`src/rtl/gcd_engine.sv`:
```
// gcd_engine: binary (Stein) GCD engine, one reduction step per clock; GCD_CYCLE_COUNT_EN adds a cycles port
module gcd_engine #(
    parameter int WIDTH = 16,
    localparam int KW = $clog2(WIDTH + 1),
    localparam int CW = $clog2(2 * WIDTH + 2)
) (
    input  logic             clk,
    input  logic             reset,
    input  logic             start,
    input  logic [WIDTH-1:0] a,
    input  logic [WIDTH-1:0] b,
    output logic             busy,
    output logic             done,
`ifdef GCD_CYCLE_COUNT_EN
    output logic [CW-1:0]    cycles,
`endif
    output logic [WIDTH-1:0] result
);
    typedef enum logic [1:0] {IDLE, RUN, DONE} state_t;
    state_t state;
    logic [WIDTH-1:0] x, y;
    logic [KW-1:0] k;
    // capture on start, one Stein step per RUN edge, one-cycle DONE back to IDLE
    always_ff @(posedge clk or negedge reset) begin
        if (!reset) begin
            state  <= IDLE;
            x      <= '0;
            y      <= '0;
            k      <= '0;
            busy   <= 1'b0;
            done   <= 1'b0;
            result <= '0;
`ifdef GCD_CYCLE_COUNT_EN
            cycles <= '0;
`endif
        end else begin
            case (state)
                IDLE: if (start) begin
                    x    <= a;
                    y    <= b;
                    k    <= '0;
                    busy <= 1'b1;
`ifdef GCD_CYCLE_COUNT_EN
                    cycles <= '0;
`endif
                    if (a == '0 || b == '0) begin
                        state  <= DONE;
                        done   <= 1'b1;
                        result <= a | b;
                    end else begin
                        state <= RUN;
                    end
                end
                RUN: begin
`ifdef GCD_CYCLE_COUNT_EN
                    cycles <= cycles + CW'(1);
`endif
                    if (x == y) begin
                        result <= x << k;
                        state  <= DONE;
                        done   <= 1'b1;
                    end else if (!x[0] && !y[0]) begin
                        x <= x >> 1;
                        y <= y >> 1;
                        k <= k + KW'(1);
                    end else if (!x[0]) begin
                        x <= x >> 1;
                    end else if (!y[0]) begin
                        y <= y >> 1;
                    end else if (x > y) begin
                        x <= (x - y) >> 1;
                    end else begin
                        y <= (y - x) >> 1;
                    end
                end
                default: begin
                    state <= IDLE;
                    busy  <= 1'b0;
                    done  <= 1'b0;
                end
            endcase
        end
    end
endmodule

```
`config.mk`:
```
export PLATFORM = sky130hd
export DESIGN_NAME = gcd_engine
export DESIGN_NICKNAME = d
export VERILOG_FILES = /design/src/rtl/gcd_engine.sv
export SDC_FILE = /design/constraint.sdc
export NUM_CORES = 1
export LEC_CHECK = 0
export ABC_AREA = 1
export BUFFER_PORTS_ARGS = -buffer_cell sky130_fd_sc_hd__buf_4
export CAP_MARGIN = 20
export CORE_MARGIN = 10
export CORE_UTILIZATION = 25
export DETAILED_ROUTE_END_ITERATION = 16
export PLACE_DENSITY = 0.5
export SKIP_LAST_GASP = 1
export SLEW_MARGIN = 20
export SYNTH_ARGS = -nofsm -noshare
export SYNTH_HDL_FRONTEND = slang
export SYNTH_SLANG_ARGS = --single-unit
```
`constraint.sdc`:
```
create_clock -name clk -period 5 [get_ports clk]
set_input_delay 0.75 -clock clk [delete_from_list [all_inputs] [get_ports clk]]
set_output_delay 0.75 -clock clk [all_outputs]
set_load 0.05 [all_outputs]
```
==> impl_metrics.env <==
export IMPL_status="completed"
export IMPL_worst_ep_arrival_time_ns=3.14
export IMPL_maxCapViolations=0
export IMPL_nNetsFinal=1058
export IMPL_die_area_sq_um=30400
export IMPL_antenna_found_initial=0
export IMPL_initialDrtViolationCount=336
export IMPL_maxSlewHeadroom=0.409
export IMPL_hold_viol=0
export IMPL_start_util=0.254
export IMPL_overflow=0
export IMPL_top_usage_layer="met2"
export IMPL_clk_pin_slew_ns=0.05
export IMPL_synthTopCellsByCount="nand2_1, inv_1, a21oi_1"
export IMPL_io_pins=53
export IMPL_fin_setup_tns_ns=0
export IMPL_fin_skew_ns=0.00575
export IMPL_die_w_um=174
export IMPL_synth_edff_count=0
export IMPL_grt_max_degree=58
export IMPL_syn_num_nets=1022
export IMPL_dr_total_vias=6048
export IMPL_numCtsBuffers=9
export IMPL_slew_viol_final=0
export IMPL_cp_required_ns=5.26
export IMPL_coreArea_sq_um=23500
export IMPL_drive_above_1_share=0.136
export IMPL_vias_per_cell=4.62
export IMPL_cts_tree="built"
export IMPL_yosys_area_top_type_share=0.239
export IMPL_final_setup_viol_count=0
export IMPL_place_gp_congestion=0.908
export IMPL_yosys_warnings=0
export IMPL_htree_levels=3
export IMPL_io_buffer_count=52
export IMPL_synth_ff_type="dfrtp_1"
export IMPL_ant_nets=0
export IMPL_route_detailed_drc=0
export IMPL_post_route_min_period_ns=2.88
export IMPL_area_delta_synth_final_pct=16.1
export IMPL_synth_seq_area_share=0.239
export IMPL_fmax_mhz=347
export IMPL_synth_async_reset_ratio=1.00
export IMPL_hold_path_class="register to register"
export IMPL_netlist_area_sq_um=5960
export IMPL_finalCritPeriodShare=0.576
export IMPL_cts_sinks=57
export IMPL_ys_types=46
export IMPL_crit_path_start_kind="register"
export IMPL_ys_seq_elements=57
export IMPL_syn_avg_cell_area_sq_um=6.27
export IMPL_tightest_slew_ns=0.886
export IMPL_rows=56
export IMPL_cp_end_kind="register"
export IMPL_hpwl_um=17100
export IMPL_clock_latency_ns=0.34
export IMPL_wl_um=21000
export IMPL_die_h_um=174
export IMPL_cts_hold_buf=0
export IMPL_grt_util_all_layers=0.136
export IMPL_cts_setup_buffers=0
export IMPL_drt_first_pass_iters=5
export IMPL_clk_path_buf_depth=2
export IMPL_wl_per_cell_um=16.0
export IMPL_grt_pass1_wl_um=33400
export IMPL_yosys_area_top_type="dfrtp_1"
export IMPL_post_synth_top_count_cell="nand2_1"
export IMPL_synth_area_leaders="dfrtp_1, nand2_1, inv_1, ha_1, a21oi_1"
export IMPL_worstPathMaxFanout=11
export IMPL_num_antenna_cells=0
export IMPL_cts_resized=0
export IMPL_use_met3=0.0208
export IMPL_use_met2=0.223
export IMPL_crit_type="register to register"
export IMPL_grt_use_met1=0.179
export IMPL_postSynthCellCount=950
export IMPL_rsz0062_at_grt="false"
export IMPL_grt_pass1_vias=6008
export IMPL_clockRootBuffer="clkbuf_16"
[metal layers]
layer / wire [um] / up-vias / share of wire
li1: - / 3093 / -
met1: 10100 / 2791 / 0.48
met2: 9680 / 132 / 0.46
met3: 764 / 32 / 0.036
met4: 476 / 0 / 0.023
met5: 0 / - / 0
[layout make-up]
cell class	count	area, sq um
clock buffers	14	274
clock inverters	2	35.0
fillers	2658	16600
inverters	132	500
multi-input cells	732	3870
flip-flops and latches	57	1430
well taps	319	399
repair buffers	54	405
[through the flow]
stage | area (sq um) | worst slack (ns) | hold WS (ns) | util | instances
6_report | 6920 | 2.12 | 0.484 | 0.295 | 1310
5_1_grt | 6920 | 1.80 | 0.507 | 0.295 | 1310
4_1_cts | 6910 | 1.91 | 0.488 | 0.294 | 1310
3_5_place_dp | 6600 | 1.71 | 0.466 | 0.281 | 1294
3_3_place_gp | 6600 | 1.77 | 0.479 | 0.281 | 1294
2_1_floorplan | 5960 | 2.67 | 0.454 | - | 950
[path summary, 6_finish.rpt]
kind	cells after the start	slack [ns]	end	startpoint
worst min register to register	2	0.48	result[13]	result[13]
worst min-delay path	2	0.48	result[13]	result[13]
max in group asynchronous	1	4.00	y[5]	reset
worst max register to register	16	2.12	x[13]	x[0]
min in group asynchronous	1	0.50	result[15]	reset
worst max-delay path	16	2.12	x[13]	x[0]
[placed cells by master, fill, tap and decap left out, types with 4 or more instances in the layout]
cell type    n
nand2_1    347
inv_1      117
a21oi_1     70
o21ai_0     57
dfrtp_1     57
buf_4       54
nor2_1      47
nand3_1     41
ha_1        35
xor2_1      15
a21oi_2     14
o21ai_1     14
inv_2       11
nand4_1     11
clkbuf_16    9
nor4_1       8
nand2_4      7
o21ai_2      7
nor2_4       6
nor2_2       6
nand2_2      5
a21boi_1     5
o22ai_1      4
[logic make-up after synthesis]
kind of cell | synth area share
fa+ha+maj | 0.0802
simple gates | 0.363
mux | 0.00504
xor+xnor | 0.0221
flops | 0.239
buf+inv | 0.111
compound gates | 0.179
[flip-flops by register name, summed over array words and instances, names as in the netlist]
signal,flops
busy,1
k,5
done,1
result,16
y,16
x,16
state,2
[critical path, cell delays in order (launching register included)]
cell	delay, ns
dfrtp_1	0.44
inv_1	0.18
ha_1	0.26
fa_1	0.41
inv_1	0.12
nand3_1	0.07
nand2_1	0.15
nand2_1	0.06
nand2_1	0.09
nand2_1	0.09
nand2_4	0.12
nand3_2	0.22
inv_1	0.25
nand2_1	0.08
nand2_1	0.06
nand2_1	0.05
a21oi_1	0.15
Power is left out: the tool's default activity adds up to more than one toggle a clock period on the data nets, which glitch-free logic cannot reach.
